**src/rtl/ex_stage.sv**
```systemverilog
// Execute stage of the 5-stage RV32I pipeline: ALU, branch/jump resolution, PC redirect,
// the squash sequencer that kills wrong-path instructions, and the EX/MEM pipeline register.
module ex_stage #(
    parameter int XLEN         = 32,
    parameter int SQUASH_DEPTH = 2
) (
    input  logic            clk,
    input  logic            rst,
    input  logic [XLEN-1:0] i_RS1E,
    input  logic [XLEN-1:0] i_RS2E,
    input  logic [XLEN-1:0] i_ImmE,
    input  logic [6:0]      i_OpE,
    input  logic [2:0]      i_Func3E,
    input  logic [3:0]      i_ALUCtrlE,
    input  logic [XLEN-1:0] i_PcE,
    input  logic [4:0]      i_RdE,
    input  logic            i_BranchE,
    input  logic            i_JalE,
    input  logic            i_JalrE,
    input  logic            i_Selop1E,
    input  logic            i_Selop2E,
    input  logic            i_WrenE,
    input  logic [1:0]      i_ResultsrcE,
    input  logic            i_RegSrc,
    output logic            o_PcSrcE,
    output logic [XLEN-1:0] o_PcTargetE,
    output logic [XLEN-1:0] o_ALUResultM,
    output logic [XLEN-1:0] o_WriteDataM,
    output logic [XLEN-1:0] o_PcPlus4M,
    output logic [4:0]      o_RdM,
    output logic [2:0]      o_Func3M,
    output logic            o_WrenM,
    output logic [1:0]      o_ResultsrcM,
    output logic            o_RegWrM,
    output logic            o_ValidM
);

    localparam int CNT_W = (SQUASH_DEPTH < 1) ? 1 : $clog2(SQUASH_DEPTH + 1);
    localparam logic [CNT_W-1:0] DEPTH_LD = CNT_W'(SQUASH_DEPTH);

    typedef enum logic {
        RUN,
        SQUASH
    } squash_state_e;

    squash_state_e   state_q;
    logic [CNT_W-1:0] cnt_q;

    logic            squashNow;
    logic            branchCond;
    logic            take;
    logic [XLEN-1:0] opA;
    logic [XLEN-1:0] opB;
    logic [4:0]      shamt;
    logic [XLEN-1:0] jalrSum;

    logic [XLEN-1:0] aluResult_d, aluResult_q;
    logic [XLEN-1:0] writeData_d, writeData_q;
    logic [XLEN-1:0] pcPlus4_d,   pcPlus4_q;
    logic [4:0]      rd_d,        rd_q;
    logic [2:0]      func3_d,     func3_q;
    logic            wren_d,      wren_q;
    logic [1:0]      resultSrc_d, resultSrc_q;
    logic            regWr_d,     regWr_q;
    logic            valid_d,     valid_q;

    // The opcode is fully decoded upstream into the control bits above.
    logic unusedOpcode;
    assign unusedOpcode = ^i_OpE;

    assign opA   = i_Selop1E ? i_PcE : i_RS1E;
    assign opB   = i_Selop2E ? i_ImmE : i_RS2E;
    assign shamt = opB[4:0];

    always_comb begin
        aluResult_d = '0;
        case (i_ALUCtrlE)
            4'b0000: aluResult_d = opA + opB;
            4'b0001: aluResult_d = opA - opB;
            4'b0010: aluResult_d = opA << shamt;
            4'b0011: aluResult_d = {{(XLEN-1){1'b0}}, ($signed(opA) < $signed(opB))};
            4'b0100: aluResult_d = {{(XLEN-1){1'b0}}, (opA < opB)};
            4'b0101: aluResult_d = opA ^ opB;
            4'b0110: aluResult_d = opA >> shamt;
            4'b0111: aluResult_d = $unsigned($signed(opA) >>> shamt);
            4'b1000: aluResult_d = opA | opB;
            4'b1001: aluResult_d = opA & opB;
            4'b1010: aluResult_d = opB;
            default: aluResult_d = '0;
        endcase
    end

    // Branch conditions always compare the raw register operands, never the ALU inputs.
    always_comb begin
        branchCond = 1'b0;
        case (i_Func3E)
            3'b000:  branchCond = (i_RS1E == i_RS2E);
            3'b001:  branchCond = (i_RS1E != i_RS2E);
            3'b100:  branchCond = ($signed(i_RS1E) < $signed(i_RS2E));
            3'b101:  branchCond = ($signed(i_RS1E) >= $signed(i_RS2E));
            3'b110:  branchCond = (i_RS1E < i_RS2E);
            3'b111:  branchCond = (i_RS1E >= i_RS2E);
            default: branchCond = 1'b0;
        endcase
    end

    assign take      = (i_BranchE & branchCond) | i_JalE | i_JalrE;
    assign squashNow = (state_q == SQUASH);
    assign jalrSum   = i_RS1E + i_ImmE;

    assign o_PcSrcE    = take & ~squashNow & ~rst;
    assign o_PcTargetE = i_JalrE ? {jalrSum[XLEN-1:1], 1'b0} : (i_PcE + i_ImmE);

    // Squash sequencer: a redirect from a live instruction kills the next SQUASH_DEPTH ones.
    always_ff @(posedge clk or posedge rst) begin
        if (rst) begin
            state_q <= RUN;
            cnt_q   <= '0;
        end else begin
            case (state_q)
                RUN: begin
                    if (take && (SQUASH_DEPTH > 0)) begin
                        state_q <= SQUASH;
                        cnt_q   <= DEPTH_LD;
                    end
                end
                SQUASH: begin
                    if (cnt_q <= CNT_W'(1)) begin
                        state_q <= RUN;
                        cnt_q   <= '0;
                    end else begin
                        cnt_q <= cnt_q - CNT_W'(1);
                    end
                end
                default: begin
                    state_q <= RUN;
                    cnt_q   <= '0;
                end
            endcase
        end
    end

    assign writeData_d = i_RS2E;
    assign pcPlus4_d   = i_PcE + XLEN'(4);
    assign rd_d        = i_RdE;
    assign func3_d     = i_Func3E;
    assign resultSrc_d = i_ResultsrcE;
    assign wren_d      = i_WrenE & ~squashNow;
    assign regWr_d     = i_RegSrc & ~squashNow & (i_RdE != 5'd0);
    assign valid_d     = ~squashNow;

    always_ff @(posedge clk or posedge rst) begin
        if (rst) begin
            aluResult_q <= '0;
            writeData_q <= '0;
            pcPlus4_q   <= '0;
            rd_q        <= '0;
            func3_q     <= '0;
            wren_q      <= 1'b0;
            resultSrc_q <= '0;
            regWr_q     <= 1'b0;
            valid_q     <= 1'b0;
        end else begin
            aluResult_q <= aluResult_d;
            writeData_q <= writeData_d;
            pcPlus4_q   <= pcPlus4_d;
            rd_q        <= rd_d;
            func3_q     <= func3_d;
            wren_q      <= wren_d;
            resultSrc_q <= resultSrc_d;
            regWr_q     <= regWr_d;
            valid_q     <= valid_d;
        end
    end

    assign o_ALUResultM = aluResult_q;
    assign o_WriteDataM = writeData_q;
    assign o_PcPlus4M   = pcPlus4_q;
    assign o_RdM        = rd_q;
    assign o_Func3M     = func3_q;
    assign o_WrenM      = wren_q;
    assign o_ResultsrcM = resultSrc_q;
    assign o_RegWrM     = regWr_q;
    assign o_ValidM     = valid_q;

endmodule

```
**config.mk**
```make
export PLATFORM = sky130hd
export DESIGN_NAME = ex_stage
export DESIGN_NICKNAME = d
export VERILOG_FILES = /design/src/rtl/ex_stage.sv
export SDC_FILE = /design/constraint.sdc
export NUM_CORES = 1
export LEC_CHECK = 0
export BUFFER_PORTS_ARGS = -buffer_cell sky130_fd_sc_hd__buf_4
export CAP_MARGIN = 0
export CORE_ASPECT_RATIO = 2
export CORE_MARGIN = 5
export CORE_UTILIZATION = 50
export DETAILED_ROUTE_END_ITERATION = 10
export HOLD_SLACK_MARGIN = 0.15
export PLACE_DENSITY = 0.79
export REMOVE_ABC_BUFFERS = 1
export SLEW_MARGIN = 15
export SYNTH_ARGS = -nofsm -noshare
export SYNTH_HDL_FRONTEND = slang
export SYNTH_SLANG_ARGS = --single-unit
```
**constraint.sdc**
```tcl
create_clock -name clk -period 7.82 [get_ports clk]
set_input_delay 1.173 -clock clk [delete_from_list [all_inputs] [get_ports clk]]
set_output_delay 1.173 -clock clk [all_outputs]
set_load 0.005 [all_outputs]
```
Word level (Yosys, flattened, before mapping)
Index checks and enable logic that the tools add are counted.

word-level totals
  flip-flop bits (word level) = 112
  bits of input ports = 158
  logic and storage cells = 72
  output and inout bits = 142

operators by class
  bitwise logic cells = 13
  $add $sub $neg = 6
  shift-type cells = 3
  muxes and demuxes = 11
  reduce and logical (&&, ||, !) cells = 3
  equality and inequality tests = 18
  order comparisons = 7

operators by type and width
  operator                                                               count
  32-bit one-hot mux with 11 select lines                                1
  32-bit less-than comparator                                            4
  32-bit adder                                                           3
  32-bit two-way mux                                                     3
  32-bit greater-or-equal comparator                                     2
  32-bit by 3-bit adder with 32-bit output, second input constant        1
  32-bit bitwise AND                                                     1
  32-bit equality test                                                   1
  32-bit != test                                                         1
  32-bit bitwise OR                                                      1
  32-bit by 5-bit << shifter with 32-bit output                          1
  32-bit by 5-bit right shift with 32-bit output                         1
  32-bit by 5-bit >>> shifter with 32-bit output                         1
  32-bit subtractor                                                      1
  32-bit bitwise XOR                                                     1
  4-bit by 3-bit equality test with 1-bit output, second input constant  4
  3-bit equality test, second input constant                             4
  4-bit equality test, second input constant                             3
  4-bit by 2-bit equality test with 1-bit output, second input constant  2
  1-bit bitwise AND                                                      6
  1-bit one-hot mux with 6 select lines                                  1
  5-bit nonzero test                                                     1
  4-bit by 1-bit equality test with 1-bit output, second input constant  1
  4-bit logical NOT                                                      1
  11 further kinds                                                       15

Depth between registers and ports, before layout
  depth in word-level cells = 7
  depth in mapped cells = 20
  gate-level depth less buffers = 17

Worst setup path after synthesis
OpenSTA, ideal clock, no wires.

  path kind = input port to output port
  start point = input rst
  end point = output o_PcSrcE
  setup slack = 2.725 ns
  data arrival time = 3.922 ns
  required time = 6.647 ns
  stages on the path = 2
  buffers on the path = 0
  cells stage by stage = inv_1 and3_1

between the ends
  word-level cells in the longest chain between the ends = 2

RTL lines
  element             line  source
  start: declaration  8     input logic rst,
  1-bit NOT           111   assign o_PcSrcE = take & ~squashNow & ~rst;
  1-bit bitwise AND   111
  end: declaration    25    output logic o_PcSrcE,

No other way between the ends.

Worst setup path in the final report
  start point = input i_RS1E[1]
  end point = output o_PcTargetE[28]

between the ends
  word-level cells in the longest chain between the ends = 2

RTL lines
  element             line  source
  start: declaration  9     input logic [XLEN-1:0] i_RS1E,
  32-bit adder        109   assign jalrSum = i_RS1E + i_ImmE;
  32-bit two-way mux  112   assign o_PcTargetE = i_JalrE ? {jalrSum[XLEN-1:1], 1'b0} : (i_PcE + i_ImmE);
  end: declaration    26    output logic [XLEN-1:0] o_PcTargetE,

No other way between the ends.

==> out/qor.csv <==
stage,metric,value,unit
logic_synthesis,synth warn,0,
place,gp weighted congestion,1.04,
routing,drt wl/cell,25.8,um
floorplan,io pins,300,
cells_and_area,fill count,3173,
grt,vias in the first global route,19055,
logic_synthesis,cell taking the most area after synthesis,dfrtp_1,
routing,drt pass-1 iters,6,
power_and_ir_drop,power per cell area,147,nW/um^2
floorplan,Die Span Y,266,um
grt,GRT Util Overall,0.391,
logic_synthesis,Unique masters post-synth,85,
floorplan,initial core utilization,0.502,
timing,final setup violating endpoints,0,
grt,largest net degree at the start of global routing,62,
logic_synthesis,XOR/XNOR share of the synthesized area,0.0470,
critical_path,WP data required,6650,ps
logic_synthesis,main combinational cell family by area after synthesis,compound AO/OA/AOI/OAI gates,
logic_synthesis,Synth Area in Adders,0.151,
cells_and_area,Area Overhead vs Synth,17.2,%
clocking,H-tree depth,3,
critical_path,CP startpoint kind,primary input,
clocking,worst skew pair latency,390,ps
floorplan,Core ar.,32700,sq um
routing,First DRT Iteration DRCs,1792,
logic_synthesis,post-synthesis compound-gate area fraction,0.314,
place,Port Buf Inserts,292,
floorplan,Rows,94,
floorplan,Die ar.,36800,sq um
cells_and_area,# nets final,2830,
power_and_ir_drop,Worst VDD drop,0.000132,V
timing,endpoints failing hold,0,
clocking,clock-pin slew on the worst setup and hold paths,80,ps
routing,# DRC,0,
timing,unrepaired setup endpoints after global routing,false,
timing,Max-Slew Margin vs Limit,0.303,
routing,Routed Antenna Nets,0,
critical_path,WS Path Type,primary input to output port,
grt,GRT overflow,0,
run_status,outcome,"complete, no violations",
clocking,cts hold-fix bufs,0,
place,post-DP HPWL,60600,um
critical_path,CP Max Fanout,4,
logic_synthesis,post-synthesis sequential area ratio,0.171,
run,MaxCap Viol Count,0,
clocking,PostCTS Resize Cnt,0,
logic_synthesis,ys async rst share,1.00,
routing,vias per cell,6.59,
routing,final wirelength,75400,um
clocking,Max clock buf depth,2,
grt,first-pass GRT wire length,112000,um
clocking,Root Buffer,clkbuf_16,
timing,post-route setup TNS,0,ps
cells_and_area,layout cells sized above 1,0.158,
logic_synthesis,mux cell area share after synthesis,0.0601,
logic_synthesis,number of synthesized flops with an enable pin,0,
clocking,setup repair bufs after CTS,0,
logic_synthesis,post-synthesis sequential element count,112,
logic_synthesis,Synth Area in Simple Gates,0.191,
clocking,TritonCTS Sinks,112,
clocking,CTS tree,yes,
clocking,CTS Buf Count,9,
logic_synthesis,Post-Syn Instances,2263,
critical_path,Worst EP arrival,4480,ps
floorplan,die width,138,um
logic_synthesis,Avg Inst Size Synth,7.25,sq um
timing,final slew viol count,0,
timing,Final min period,5660,ps
grt,initial antenna violation count,4,
worst_hold_path,worst min-delay path class,flip-flop to flip-flop,
critical_path,element type at the critical path end,output port,
timing,Hold Slack,520,ps
logic_synthesis,Post-synth top flop,dfrtp_1,
power_and_ir_drop,Lkg Pwr,9.01,nW
logic_synthesis,Area contributors post-synth,"dfrtp_1, ha_1, a21oi_1, nor2_1, nand2_1",
logic_synthesis,Synth top area share,0.171,
timing,crit share post-route,0.723,
logic_synthesis,Mapped Area,16400,sq um
timing,fmax,0.177,GHz
timing,Worst Clk Skew,1.38,ps
timing,Least-Margin Pin Slew,1030,ps
routing,total number of vias,19243,
==> cell families after synthesis <==
group | count (synthesis)
multiplexers | 94
buffers and inverters | 278
AND/OR/NAND/NOR | 691
adder cells (fa/ha/maj) | 195
flip-flops | 112
XOR/XNOR | 88
AO/OA/AOI/OAI | 805
==> cell usage in the layout (no fill, tap or decap), drive strengths merged, types with 6 or more instances in the layout <==
cell     Yosys  routed
nor2b       23      23
o22ai       37      37
o21bai      30      30
o221ai      18      18
nor3        53      53
xnor2       66      66
a2111oi      8       8
mux2        20      20
clkbuf      78       9
mux2i       74      74
a21oi      237     237
buf         42     323
inv        157     160
nand3       53      53
a22oi       21      21
and3        13      13
or3         10      10
o21ai      182     182
nand2      216     216
xor2        22      22
a211o       10      10
o2111ai     10      10
o31ai       12      12
a31oi       26      26
o21a        19      19
a21o        52      52
ha         191     191
nand4       31      31
or2         10      10
o211ai      29      29
a221o       15      15
dfrtp      112     112
nor2       224     224
a211oi      33      33
nor4         6       6
and2         8       8
a221oi      25      25
nand2b      22      22
==> synth_stat cells (all sizes together), types with 12 or more instances <==
master	instances
a221o	15
a31oi	26
dfrtp	112
buf	42
nor2	224
o22ai	37
o21bai	30
nand3	53
nand2b	22
o31ai	12
a211oi	33
and3	13
xnor2	66
nand4	31
a22oi	21
a21oi	237
a21o	52
nor3	53
mux2i	74
o21ai	182
clkbuf	78
o211ai	29
a221oi	25
xor2	22
nand2	216
nor2b	23
o221ai	18
o21a	19
mux2	20
ha	191
inv	157
==> area by class of cell <==
type,instances,area (sq um),area share
antenna,4,10.0,0.000520
inverter,158,596,0.0310
clock buffer,9,225,0.0117
tap,432,541,0.0281
timing repair buffer,323,2420,0.126
sequential,112,2800,0.146
clock inverter,7,93.8,0.00488
multi-input combinational,1873,12500,0.652
==> metrics by stage <==
step / instance area [sq um] / util / std cells / power [mW] / setup WS, ps
2_1_floorplan: 15900 / - / 2143 / 1.61 / 1230
3_3_place_gp: 18900 / 0.578 / 2898 / 2.24 / 2210
3_5_place_dp: 18900 / 0.578 / 2898 / 2.26 / 2120
4_1_cts: 19200 / 0.588 / 2914 / 2.78 / 2230
5_1_grt: 19200 / 0.588 / 2918 / 2.96 / 2010
6_report: 19200 / 0.588 / 2918 / 2.82 / 2160
==> sequential cells by signal (all words and copies together), names as in the netlist, 2 cells and up <==
name / cells
cnt_q: 2
o_ALUResultM: 32
o_Func3M: 3
o_PcPlus4M: 32
o_RdM: 5
o_ResultsrcM: 2
o_WriteDataM: 32
==> critical path, stage by stage <==
cell,delay [ps]
buf_4,130
inv_1,60
fa_1,460
nor2b_1,140
o21a_1,140
o211ai_1,160
a311oi_1,540
a2111o_1,290
a31oi_1,180
o211ai_1,290
nand2_1,160
o21ai_0,200
o21ai_0,110
a31oi_1,290
buf_4,170
==> worst paths after layout <==
path,start,to,slack (ps),depth (start not counted)
setup / recovery,i_RS1E[1],o_PcTargetE[28],2160,15
hold / removal,squashNow$_DFF_PP0_,o_WrenM$_DFF_PP0_,520,1
setup reg to reg,squashNow$_DFF_PP0_,squashNow$_DFF_PP0_,6750,2
hold reg to reg,squashNow$_DFF_PP0_,o_WrenM$_DFF_PP0_,520,1
max in group asynchronous,rst,o_ALUResultM[17]$_DFF_PP0_,5700,3
min in group asynchronous,rst,o_WriteDataM[19]$_DFF_PP0_,870,2
==> metal layers <==
metal | track usage | part of all wire | up-vias
li1 | - | - | 8711
met4 | 0.323 | 0.098 | 0
met1 | 0.418 | 0.35 | 9060
met2 | 0.677 | 0.49 | 1110
met3 | 0.0568 | 0.069 | 362
met5 | 0 | 0 | -
==> power by group <==
group / switching (mW) / leakage [nW] / internal [mW] / total [mW]
Sequential: 0.0246 / 1.33 / 0.645 / 0.670
Combinational: 1.02 / 7.52 / 0.620 / 1.64
Clock: 0.282 / 0.154 / 0.232 / 0.514
Note: power is estimated with default switching activity, not from simulation.
